[config.mk]
export PLATFORM = sky130hd
export DESIGN_NAME = bits_to_bytes_stream
export DESIGN_NICKNAME = d
export VERILOG_FILES = /design/src/rtl/kyber_bits_pkg.sv /design/src/rtl/bits_to_bytes_stream.sv
export SDC_FILE = /design/constraint.sdc
export NUM_CORES = 1
export LEC_CHECK = 0
export ABC_AREA = 0
export CORE_MARGIN = 5
export CORE_UTILIZATION = 45
export CTS_CLUSTER_DIAMETER = 60
export CTS_CLUSTER_SIZE = 14
export DETAILED_ROUTE_END_ITERATION = 6
export GPL_ROUTABILITY_DRIVEN = 0
export PLACE_DENSITY_LB_ADDON = 0.15
export SYNTH_ARGS = -nofsm -noshare
export SYNTH_HDL_FRONTEND = slang
export SYNTH_SLANG_ARGS = --single-unit
[constraint.sdc]
create_clock -name clk -period 3.4 [get_ports clk]
set_clock_uncertainty 0.1 [all_clocks]
set_input_delay 0.34 -clock clk [delete_from_list [all_inputs] [get_ports clk]]
set_output_delay 0.34 -clock clk [all_outputs]
set_load 0.02 [all_outputs]
[src/rtl/kyber_bits_pkg.sv]
// Shared constants and types for the Kyber bit/byte packing stages.
// Holds the frame-size limit, datapath widths and the packer state encoding.
package kyber_bits_pkg;

  localparam int MAX_BYTES = 32;
  localparam int BYTE_W    = 8;
  localparam int CNT_W     = 6;

  typedef enum logic [1:0] {
    IDLE    = 2'd0,
    COLLECT = 2'd1,
    DRAIN   = 2'd2,
    DONE    = 2'd3
  } b2b_state_t;

  // Requested frame lengths above the limit are clamped rather than rejected.
  function automatic logic [CNT_W-1:0] clamp_len(input logic [7:0] req_len);
    logic [CNT_W-1:0] eff;
    if (req_len > 8'(MAX_BYTES)) begin
      eff = CNT_W'(MAX_BYTES);
    end else begin
      eff = req_len[CNT_W-1:0];
    end
    return eff;
  endfunction

endpackage

[src/rtl/bits_to_bytes_stream.sv]
// Streaming BitsToBytes packer: serial LSB-first bits in, bytes out on a
// valid/ready stream with a single-entry output register and last-byte flag.
module bits_to_bytes_stream
  import kyber_bits_pkg::*;
(
  input  logic              clk,
  input  logic              rst,
  input  logic              start,
  input  logic [7:0]        len,
  input  logic              bit_valid,
  input  logic              bit_in,
  output logic              bit_ready,
  output logic              byte_valid,
  output logic [BYTE_W-1:0] byte_out,
  output logic              byte_last,
  input  logic              byte_ready,
  output logic              busy,
  output logic              done
);

  b2b_state_t        state_r;
  b2b_state_t        next_state_s;
  logic [CNT_W-1:0]  eff_len_r;
  logic [CNT_W-1:0]  start_len_s;
  logic [CNT_W-1:0]  byte_cnt_r;
  logic [2:0]        bit_cnt_r;
  logic [BYTE_W-1:0] acc_r;
  logic [BYTE_W-1:0] byte_out_r;
  logic              byte_valid_r;
  logic              byte_last_r;
  logic              busy_r;
  logic              done_r;
  logic              start_ok_s;
  logic              bit_ready_s;
  logic              bit_fire_s;
  logic              byte_load_s;
  logic              last_byte_s;
  logic              byte_take_s;

  // Handshake qualifiers; byte_ready reaches bit_ready combinationally so the
  // input only stalls when a fresh byte would overwrite an untaken one.
  always_comb begin
    start_len_s = clamp_len(len);
    start_ok_s  = (state_r == IDLE) && start;
    bit_ready_s = (state_r == COLLECT) &&
                  ((bit_cnt_r != 3'd7) || !byte_valid_r || byte_ready);
    bit_fire_s  = bit_ready_s && bit_valid;
    byte_load_s = bit_fire_s && (bit_cnt_r == 3'd7);
    last_byte_s = (byte_cnt_r == (eff_len_r - 6'd1));
    byte_take_s = byte_valid_r && byte_ready;
  end

  // Next-state logic for the frame sequencer.
  always_comb begin
    next_state_s = state_r;
    case (state_r)
      IDLE: begin
        if (start_ok_s) begin
          next_state_s = (start_len_s == 6'd0) ? DONE : COLLECT;
        end else begin
          next_state_s = IDLE;
        end
      end
      COLLECT: begin
        if (byte_load_s && last_byte_s) begin
          next_state_s = DRAIN;
        end else begin
          next_state_s = COLLECT;
        end
      end
      DRAIN: begin
        if (byte_take_s && byte_last_r) begin
          next_state_s = DONE;
        end else begin
          next_state_s = DRAIN;
        end
      end
      DONE: begin
        next_state_s = IDLE;
      end
      default: begin
        next_state_s = IDLE;
      end
    endcase
  end

  // State register with registered status flags decoded from the next state.
  always_ff @(posedge clk) begin
    if (rst) begin
      state_r <= IDLE;
      busy_r  <= 1'b0;
      done_r  <= 1'b0;
    end else begin
      state_r <= next_state_s;
      busy_r  <= (next_state_s != IDLE);
      done_r  <= (next_state_s == DONE);
    end
  end

  // Frame length is captured only on an accepted start.
  always_ff @(posedge clk) begin
    if (rst) begin
      eff_len_r <= 6'd0;
    end else if (start_ok_s) begin
      eff_len_r <= start_len_s;
    end else begin
      eff_len_r <= eff_len_r;
    end
  end

  // Bit/byte position counters; bit_cnt wraps naturally from 7 to 0.
  always_ff @(posedge clk) begin
    if (rst) begin
      bit_cnt_r  <= 3'd0;
      byte_cnt_r <= 6'd0;
    end else if (start_ok_s) begin
      bit_cnt_r  <= 3'd0;
      byte_cnt_r <= 6'd0;
    end else begin
      if (bit_fire_s) begin
        bit_cnt_r <= bit_cnt_r + 3'd1;
      end else begin
        bit_cnt_r <= bit_cnt_r;
      end
      if (byte_load_s) begin
        byte_cnt_r <= byte_cnt_r + 6'd1;
      end else begin
        byte_cnt_r <= byte_cnt_r;
      end
    end
  end

  // Partial-byte accumulator; the 8th bit bypasses it straight into byte_out.
  always_ff @(posedge clk) begin
    if (rst) begin
      acc_r <= 8'h00;
    end else if (start_ok_s || byte_load_s) begin
      acc_r <= 8'h00;
    end else if (bit_fire_s) begin
      acc_r[bit_cnt_r] <= bit_in;
    end else begin
      acc_r <= acc_r;
    end
  end

  // Single-entry output buffer; a load in the same cycle as a take wins.
  always_ff @(posedge clk) begin
    if (rst) begin
      byte_out_r   <= 8'h00;
      byte_valid_r <= 1'b0;
      byte_last_r  <= 1'b0;
    end else if (byte_load_s) begin
      byte_out_r   <= {bit_in, acc_r[6:0]};
      byte_valid_r <= 1'b1;
      byte_last_r  <= last_byte_s;
    end else if (byte_take_s) begin
      byte_out_r   <= byte_out_r;
      byte_valid_r <= 1'b0;
      byte_last_r  <= 1'b0;
    end else begin
      byte_out_r   <= byte_out_r;
      byte_valid_r <= byte_valid_r;
      byte_last_r  <= byte_last_r;
    end
  end

  assign bit_ready  = bit_ready_s;
  assign byte_valid = byte_valid_r;
  assign byte_out   = byte_out_r;
  assign byte_last  = byte_last_r;
  assign busy       = busy_r;
  assign done       = done_r;

endmodule

==> flow_metrics.env <==
export IMPL_yosysTopAreaCell="dfxtp_1"
export IMPL_ctsHoldBuffers=0
export IMPL_finalWorstSetupSlack_ns=0.851
export IMPL_startpoint_type="flip-flop"
export IMPL_dp_hpwl_mm=2.96
export IMPL_grt_pass1_vias=1395
export IMPL_num_antenna_cells=0
export IMPL_grt_max_degree=21
export IMPL_worst_slew_pin_slew_ns=0.694
export IMPL_die_h_um=69.8
export IMPL_routedWlPerCell_um=14.3
export IMPL_die_area_mm2=0.00488
export IMPL_synthArstFlopShare=0
export IMPL_ys_types=36
export IMPL_cts_sinks=36
export IMPL_outcome="complete, no violations"
export IMPL_clk_latency_ns=0.35
export IMPL_regToRegSetupSlack_ns=0.89
export IMPL_hold_path_class="reg -> reg"
export IMPL_path_class="reg -> out"
export IMPL_finalHoldViolations=0
export IMPL_cts_tree="done"
export IMPL_cts_made_buffers=5
export IMPL_slew_headroom=0.536
export IMPL_drtPass1Iterations=4
export IMPL_synth_cells=195
export IMPL_slew_viol_final=0
export IMPL_core_area_mm2=0.00339
export IMPL_ys_ff_latch=36
export IMPL_drt_total_wl_mm=3.85
export IMPL_dp_slack_ns=0.803
export IMPL_place_inst=261
export IMPL_h_tree_depth=2
export IMPL_power_density_mw_per_mm2=416
export IMPL_fmax_mhz=392
export IMPL_grt_setup_unrepaired="false"
export IMPL_rows=21
export IMPL_ys_seq_area_frac=0.447
export IMPL_path_clk_slew_ns=0.11
export IMPL_synth_top_cell_area_share=0.447
export IMPL_syn_area_mm2=0.00161
export IMPL_met2WireLength_mm=1.96
export IMPL_grt_pass1_wl_mm=6.34
export IMPL_ioPinCount=27
export IMPL_ant_nets=0
export IMPL_start_util=0.475
export IMPL_drv_cap=0
export IMPL_grt_usage=0.163
export IMPL_worstPathArrival_ns=2.11
export IMPL_grt_remaining_overflow=0
export IMPL_final_cells=269
export IMPL_avgSynthCellArea_um2=8.26
export IMPL_synth_edf_count=0
export IMPL_vias=1440
export IMPL_antenna_found_initial=0
export IMPL_synth_top_cells_by_count="36 x dfxtp_1, 36 x nand2_1, 22 x a21oi_1, 22 x nor2_1"
export IMPL_ir_drop_uv=232
export IMPL_cts_buffer_depth=2
export IMPL_dieWidth_um=69.8
export IMPL_crit_required_ns=2.96
export IMPL_viasPerCell=5.35
export IMPL_fin_crit_sh=0.750
export IMPL_p_leak_nw=0.691
export IMPL_cts_resized=0
export IMPL_ys_warn_count=0
export IMPL_layout_nets=240
export IMPL_met1_length_mm=1.64
export IMPL_remaining_drc_errors=0
export IMPL_wl_met3_um=169
export IMPL_setup_viol=0
export IMPL_drive_gt1_frac=0.0628
export IMPL_ys_flop_type="dfxtp_1"
export IMPL_synth_area_leaders="dfxtp_1 45%, nand2_1 8.4%, a21oi_1 6.8%"
export IMPL_tns_ns=0
export IMPL_port_buffers=26
export IMPL_fin_crit_ns=2.55
export IMPL_drtIter0Drc=107
export IMPL_cts_setup_buffers=0
export IMPL_synth_nets=213
export IMPL_cp_max_fo=7
export IMPL_cts_root_buf="clkbuf_4"
export IMPL_top_layer_used="met4"
export IMPL_worstSetupEndpointType="output pin"
export IMPL_area_growth_pct=24.0
-- through the flow --
stage / utilization / hold slack [ns] / cell area, um^2 / power, mW
after floorplan: - / 0.327 / 1610 / 0.475
after global placement: 0.561 / 0.346 / 1900 / 0.502
after detailed placement: 0.561 / 0.347 / 1900 / 0.504
after CTS: 0.590 / 0.362 / 2000 / 0.837
after global routing: 0.590 / 0.376 / 2000 / 0.865
final: 0.590 / 0.357 / 2000 / 0.831
-- layout make-up --
class | instances | area [um^2]
flip-flops and latches | 36 | 721
well taps | 46 | 57.6
clock inverters | 1 | 30.0
clock buffers | 7 | 65.1
repair buffers | 26 | 260
fillers | 308 | 1390
multi-input cells | 149 | 850
inverters | 4 | 15.0
-- worst paths after layout --
path                                   from                        to  depth (start not counted)
hold reg to reg       acc_r[5]$_SDFFE_PP0P_  byte_out[5]$_SDFFE_PP0P_                          2
hold / removal        acc_r[5]$_SDFFE_PP0P_  byte_out[5]$_SDFFE_PP0P_                          2
setup / recovery  bit_cnt_r[1]$_SDFFE_PP0P_                 bit_ready                          4
setup reg to reg  bit_cnt_r[1]$_SDFFE_PP0P_           done$_SDFF_PP0_                          7
-- power by group --
part / internal, mW / switching, mW
sequential: 0.426 / 0.00442
combinational: 0.0290 / 0.0354
clock: 0.195 / 0.141
-- critical path, cell delays in order (launching register included) --
cell	delay, ns
dfxtp_1	0.39
ha_1	0.21
ha_1	0.21
a21oi_1	0.28
clkdlybuf4s50_1	0.67
-- placed cells by master, fill, tap and decap left out, types with 2 or more instances in the layout --
cell type | synthesis | routed
a22o_1 | 2 | 2
nor3_1 | 6 | 6
or3_4 | 2 | 2
nand3_1 | 5 | 5
nor2_1 | 22 | 22
dfxtp_1 | 36 | 36
nand2_1 | 36 | 36
a22oi_1 | 2 | 2
nand4_1 | 3 | 3
ha_1 | 4 | 4
o2111ai_1 | 2 | 2
a21oi_1 | 22 | 22
o21ai_0 | 6 | 6
inv_1 | 4 | 4
clkdlybuf4s50_1 | 0 | 26
clkbuf_8 | 0 | 2
nor2b_1 | 2 | 2
xnor2_1 | 6 | 6
clkbuf_4 | 0 | 5
xor2_1 | 6 | 6
mux2i_1 | 2 | 2
nand2b_1 | 6 | 6
-- logic make-up (layout without fill, tap and decap cells) --
family	Yosys count	in the layout	synth area share
and+or+nand+nor	90	90	0.267
AOI/OAI and AO/OA	41	41	0.151
DFF	36	36	0.447
xor gates and xnor gates	12	12	0.0652
buffers and inverters	10	38	0.0256
adders and majority gates	4	4	0.0311
muxes	2	2	0.0124
-- state kept, by name, summed over array words and instances (netlist names) --
register,count
done,1
byte_last,1
eff_len_r,6
bit_cnt_r,3
byte_out,8
byte_valid,1
acc_r,7
state_r,2
busy,1
byte_cnt_r,6
-- metal layers --
metal	track usage	vias up
li1	-	726
met1	0.189	682
met2	0.277	24
met3	0.0420	8
met4	0.0809	0
met5	0	-
Power figures use the tool's default switching activity.
